### config.mk
export PLATFORM = sky130hd
export DESIGN_NAME = ibex_load_resp_unit
export DESIGN_NICKNAME = d
export VERILOG_FILES = /design/src/rtl/ibex_load_resp_unit.sv
export SDC_FILE = /design/constraint.sdc
export NUM_CORES = 1
export LEC_CHECK = 0
export ABC_AREA = 1
export ABC_CLOCK_PERIOD_IN_PS = 3100
export CORE_MARGIN = 2
export CORE_UTILIZATION = 54
export CTS_BUF_LIST = sky130_fd_sc_hd__clkbuf_4 sky130_fd_sc_hd__clkbuf_8
export DETAILED_ROUTE_END_ITERATION = 12
export PLACE_DENSITY = 0.81
export SYNTH_ARGS = -nofsm -noshare
export SYNTH_HDL_FRONTEND = slang
export SYNTH_SLANG_ARGS = --single-unit
### constraint.sdc
create_clock -name clk_i -period 3.1 [get_ports clk_i]
set_input_delay 0.31 -clock clk_i [delete_from_list [all_inputs] [get_ports clk_i]]
set_output_delay 0.31 -clock clk_i [all_outputs]
set_load 0.1 [all_outputs]
### src/rtl/ibex_load_resp_unit.sv
// Load/store response unit: tracks outstanding bus requests, merges split beats and
// aligns/extends load data for writeback. Optional error statistics: IBEX_LOAD_RESP_ERR_STATS_EN.
module ibex_load_resp_unit #(
    parameter bit          ResetAll         = 1'b0,
    parameter int unsigned OutstandingDepth = 2
) (
    input  logic        clk_i,
    input  logic        rst_ni,

    input  logic        req_push_i,
    input  logic        req_is_load_i,
    input  logic [1:0]  req_type_i,
    input  logic        req_sign_ext_i,
    input  logic [1:0]  req_offset_i,
    input  logic        req_split_i,
    output logic        req_full_o,
    output logic        outstanding_o,

    input  logic        data_rvalid_i,
    input  logic [31:0] data_rdata_i,
    input  logic        data_err_i,

    output logic [31:0] rf_wdata_lsu_o,
    output logic        rf_we_lsu_o,
    output logic        lsu_resp_valid_o,
    output logic        lsu_resp_err_o,
    output logic [7:0]  err_count_o
);

    localparam logic [2:0] DepthCnt = 3'(OutstandingDepth);
    localparam logic [1:0] LastPtr  = 2'(OutstandingDepth - 1);

    localparam logic [0:0] IDLE        = 1'b0;
    localparam logic [0:0] WAIT_SECOND = 1'b1;

    typedef struct packed {
        logic       is_load;
        logic [1:0] typ;
        logic       sign_ext;
        logic [1:0] offset;
        logic       split;
    } rec_t;

    // Storage is sized for the largest legal depth; pointers only visit 0..Depth-1.
    rec_t        fifo_q [4];
    logic [1:0]  wr_ptr_q, wr_ptr_d;
    logic [1:0]  rd_ptr_q, rd_ptr_d;
    logic [2:0]  count_q, count_d;
    logic [0:0]  state_q, state_d;
    logic [31:0] rdata_q;
    logic        err_q;

    rec_t        head;
    rec_t        push_rec;
    logic        fifo_empty;
    logic        fifo_full;
    logic        beat_ok;
    logic        capture;
    logic        complete;
    logic        push_acc;
    logic [31:0] raw;
    logic        resp_err;
    logic        resp_we;

    function automatic logic [1:0] ptr_inc(input logic [1:0] p);
        return (p == LastPtr) ? 2'd0 : p + 2'd1;
    endfunction

    function automatic logic [31:0] extend(input logic [31:0] r,
                                           input logic [1:0]  typ,
                                           input logic        sext);
        case (typ)
            2'b01:   return {{16{sext & r[15]}}, r[15:0]};
            2'b10:   return {{24{sext & r[7]}}, r[7:0]};
            default: return r;
        endcase
    endfunction

    assign push_rec = '{is_load:  req_is_load_i,
                        typ:      req_type_i,
                        sign_ext: req_sign_ext_i,
                        offset:   req_offset_i,
                        split:    req_split_i};

    assign fifo_empty = (count_q == 3'd0);
    assign fifo_full  = (count_q == DepthCnt);
    assign head       = fifo_q[rd_ptr_q];

    // A response with nothing outstanding is ignored entirely.
    assign beat_ok  = data_rvalid_i & ~fifo_empty;
    assign capture  = beat_ok & head.split & (state_q == IDLE);
    assign complete = beat_ok & ~capture;
    assign push_acc = req_push_i & (~fifo_full | complete);

    always_comb begin
        rd_ptr_d = rd_ptr_q;
        wr_ptr_d = wr_ptr_q;
        state_d  = state_q;
        if (complete) begin
            rd_ptr_d = ptr_inc(rd_ptr_q);
            state_d  = IDLE;
        end
        if (capture) begin
            state_d = WAIT_SECOND;
        end
        if (push_acc) begin
            wr_ptr_d = ptr_inc(wr_ptr_q);
        end
        count_d = count_q + {2'b00, push_acc} - {2'b00, complete};
    end

    always_ff @(posedge clk_i or negedge rst_ni) begin
        if (!rst_ni) begin
            rd_ptr_q <= 2'd0;
            wr_ptr_q <= 2'd0;
            count_q  <= 3'd0;
            state_q  <= IDLE;
        end else begin
            rd_ptr_q <= rd_ptr_d;
            wr_ptr_q <= wr_ptr_d;
            count_q  <= count_d;
            state_q  <= state_d;
        end
    end

    generate
        if (ResetAll) begin : g_payload_rst
            always_ff @(posedge clk_i or negedge rst_ni) begin
                if (!rst_ni) begin
                    for (int i = 0; i < 4; i++) begin
                        fifo_q[i] <= '0;
                    end
                    rdata_q <= 32'd0;
                    err_q   <= 1'b0;
                end else begin
                    if (push_acc) begin
                        fifo_q[wr_ptr_q] <= push_rec;
                    end
                    if (capture) begin
                        rdata_q <= data_rdata_i;
                        err_q   <= data_err_i;
                    end
                end
            end
        end else begin : g_payload_norst
            always_ff @(posedge clk_i) begin
                if (push_acc) begin
                    fifo_q[wr_ptr_q] <= push_rec;
                end
                if (capture) begin
                    rdata_q <= data_rdata_i;
                    err_q   <= data_err_i;
                end
            end
        end
    endgenerate

    // Split accesses read a 64-bit window {second beat, first beat} starting at the offset.
    always_comb begin
        if (head.split) begin
            case (head.offset)
                2'd1:    raw = {data_rdata_i[7:0],  rdata_q[31:8]};
                2'd2:    raw = {data_rdata_i[15:0], rdata_q[31:16]};
                2'd3:    raw = {data_rdata_i[23:0], rdata_q[31:24]};
                default: raw = rdata_q;
            endcase
        end else begin
            raw = data_rdata_i >> {head.offset, 3'b000};
        end
    end

    assign resp_err = complete & (data_err_i | (head.split & err_q));
    assign resp_we  = complete & head.is_load & ~resp_err;

    assign lsu_resp_valid_o = complete;
    assign lsu_resp_err_o   = resp_err;
    assign rf_we_lsu_o      = resp_we;
    assign rf_wdata_lsu_o   = resp_we ? extend(raw, head.typ, head.sign_ext) : 32'd0;

    assign req_full_o    = fifo_full;
    assign outstanding_o = ~fifo_empty;

`ifdef IBEX_LOAD_RESP_ERR_STATS_EN
    logic [7:0] err_cnt_q, err_cnt_d;

    always_comb begin
        err_cnt_d = err_cnt_q;
        if (complete && resp_err && (err_cnt_q != 8'hFF)) begin
            err_cnt_d = err_cnt_q + 8'd1;
        end
    end

    always_ff @(posedge clk_i or negedge rst_ni) begin
        if (!rst_ni) begin
            err_cnt_q <= 8'd0;
        end else begin
            err_cnt_q <= err_cnt_d;
        end
    end

    assign err_count_o = err_cnt_q;
`else
    assign err_count_o = 8'd0;
`endif

`ifndef SYNTHESIS
    a_rvalid_outstanding : assert property (@(posedge clk_i) disable iff (!rst_ni)
        !(data_rvalid_i && fifo_empty))
        else $warning("data_rvalid_i with no outstanding request, response ignored");

    a_push_not_full : assert property (@(posedge clk_i) disable iff (!rst_ni)
        !(req_push_i && fifo_full && !complete))
        else $warning("request push while record FIFO full, push dropped");
`endif

endmodule

==> summary.md <==
| Metric | Value |
|---|---|
| Dpl cells | `about 760` |
| Critical Path RT | `between 2000 and 3000 ps` |
| Most used DFF post-synth | `edfxtp_1` |
| Commonest non-fill, non-tap cells in the layout | `150 x nand2_1, 61 x edfxtp_1, 56 x inv_1` |
| CP arrival | `roughly 2700 ps` |
| Post-Syn Instances | `590` |
| TritonCTS Sinks | `a little under 70` |
| Core ar. | `between 8000 and 9000 sq um` |
| Max Freq | `about 330 MHz` |
| Clock slew at reported path FFs | `80 ps` |
| Worst Setup EP | `rf_wdata_lsu_o[8]` |
| Top-area cell type share of the netlist area | `0.397` |
| R2R setup slack | `480 ps` |
| Die extent in x | `~96 um` |
| Setup slack at placement | `approximately 280 ps` |
| Routed wire per std cell | `roughly 18 um` |
| Syn avg cell area | `between 7 and 8 sq um` |
| Antenna violations before repair | `0` |
| Setup Skew | `13.8 ps` |
| Yosys reg bits | `69` |
| DRC Markers | `0` |
| DR pass1 iterations | `7` |
| CP max FO | `11` |
| Vias post-DR | `about 4,600` |
| Initial DRC count | `between 500 and 600` |
| Actual slew at the worst max-slew pin | `around 660 ps` |
| Max Slew Vio Count | `0` |
| Cell accounting for the most synthesized area | `edfxtp_1` |
| Routed Antenna Nets | `0` |
| Reg-to-reg startpoint | `rd_ptr_q[1]` |
| Critical Path End Type | `output pin` |
| Crit path launch | `rd_ptr_q[0]` |
| Starting Density | `0.558` |
| Global-route wire length before repair | `21,900 um` |
| Worst Hold Class | `input pin to asynchronous set/reset pin` |
| Reg-to-reg critical path endpoint | `fifo_q[3][1]` |
| H-tree lvl count | `3` |
| Outcome | `complete, no violations` |
| CTS Buf Count | `9` |
| Final Hold Vio Count | `0` |
| Commonest non-fill, non-tap cell in the layout | `nand2_1` |
| Io pins | `between 80 and 90` |
| IO Port Bufs | `80` |
| Post-DP HPWL | `9750 um` |
| Setup TNS | `0 ps` |
| Setup Crit Path Kind | `flop to output pin` |
| Tcrit/Tclk final | `0.970` |
| DIE AREA | `just over 9000 sq um` |
| Pwr Density | `between 1000 and 1500 nW/um^2` |
| Largest net degree at the start of global routing | `35` |
| Clock latency on the worst-skew pair | `between 300 and 400 ps` |
| GRT Residual Overflow | `0` |
| CTS tree | `done` |
| Max-Cap Viols | `0` |
| Number of non-filler instances in the completed layout | `a little under 800` |
| Fin crit period | `~3000 ps` |
| Share of layout cells above drive strength 1 | `0.225` |
| Asr flop ratio synth | `0.116` |
| Seq/Total Area, Yosys | `0.441` |
| Final wirelength | `about 14,000 um` |
| Number of global-route vias before repair | `approximately 4,400` |
| Row Count | `33` |
| Max Root-Sink Buffers | `2` |
| Final worst slack | `roughly 90 ps` |
| Synth cell types | `39` |
| Root Buffer | `clkbuf_8` |
| Crit start category | `flop` |
| GRT Util Overall | `0.313` |
| YS warnings | `0` |
| Cts hold-fix bufs | `0` |
| Layout area overhead | `37.0%` |
| Leakage | `approximately 0.0025 uW` |
| Vias/cell | `~5.9` |
| Final net count | `726` |
| Antenna cell count | `0` |
| Slew headroom | `0.560` |
| Synth top area cells | `edfxtp_1 40%, nand2_1 12%, o21ai_0 5.9%` |
| Max rail drop VDD | `0.682 mV` |
| Finish-stage setup viols | `0` |
| Die Ht | `between 90 and 100 um` |
| Post-Syn Area | `approximately 4600 sq um` |
| EDFF count, synth | `61` |
| R2R depth | `8` |
| Final GP Congestion | `just over 0.9` |
registers in the layout (all words and copies together) (netlist names):
register / count
state_q: 1
rdata_q: 32
count_q: 3
fifo_q: 28
rd_ptr_q: 2
wr_ptr_q: 2
err_q: 1
per-stage QoR:
| stage | power, uW | util | cell area (sq um) | hold slack (ps) |
|---|---|---|---|---|
| after detailed placement | 6170 | 0.722 | 5960 | 531 |
| after CTS | 6960 | 0.750 | 6190 | 248 |
| after global routing | 7730 | 0.765 | 6320 | 277 |
| after floorplan | 4900 | - | 4810 | 14.4 |
| final | 7300 | 0.765 | 6320 | 240 |
| after global placement | 6090 | 0.722 | 5960 | 471 |
where the power goes:
group          leakage [uW]  switching, uW  total, uW  internal (uW)
combinational       0.00177           3540       5250           1700
sequential         0.000657           91.2       1320           1230
clock              0.000100            368        735            367
synth_stat cells (5+ instances only):
cell type	count
nand2_1	152
edfxtp_1	61
nor2_1	60
inv_1	56
o21ai_0	54
a21oi_1	29
nand3_1	18
o211ai_1	17
buf_4	16
o21ai_1	13
nand2_2	12
nor2_2	11
buf_2	10
o22ai_1	9
dfrtp_1	8
inv_2	7
buf_6	6
o221ai_1	6
or2_2	5
critical path, stage by stage, from the launching register on:
cell	delay (ps)
dfrtp_2	440
buf_4	200
nand2_1	70
a32oi_2	230
inv_1	80
ha_1	300
or2_2	210
o21ai_0	120
nor2_1	150
o21ai_0	140
a21oi_2	210
buf_12	190
cells by family after synthesis:
family | share of synthesized area
DFF | 0.441
adders and majority gates | 0.0125
other | 0.000813
buffers and inverters | 0.110
and+or+nand+nor | 0.268
xor gates and xnor gates | 0.00380
AOI/OAI and AO/OA | 0.164
timing repair:
action / in CTS / in global routing
pin swaps: 1 / 4
setup buffers: 4 / 4
setup endpoints to repair: 21 / 31
gates resized for setup: 1 / 19
cloned: 0 / 2
layout make-up:
cell class / count / area [sq um]
Sequential cell: 69 / 2030
Multi-Input combinational cell: 427 / 2340
Inverter: 65 / 256
Clock inverter: 7 / 66.3
Fill cell: 566 / 1940
Timing Repair Buffer: 106 / 1360
Clock buffer: 9 / 124
Tap cell: 105 / 131
routing by layer:
layer	GRT usage	up-vias	wire length, um
met2	0.531	320	6950
met5	0	-	0
met4	0.134	0	500
met1	0.390	2137	5110
li1	-	2134	-
met3	0.0613	58	1380
worst min-delay path by stage:
| stage | end | start | cells past startpoint |
|---|---|---|---|
| 6_report | count_q[0] | rst_ni | 1 |
| 5_1_grt | count_q[2] | rst_ni | 1 |
| 4_1_cts | count_q[0] | rst_ni | 1 |
| 3_5_place_dp | wr_ptr_q[0] | wr_ptr_q[0] | 2 |
| 3_3_place_gp | state_q | state_q | 2 |
| 2_1_floorplan | count_q[0] | rst_ni | 0 |
Power figures use the tool's default switching activity.
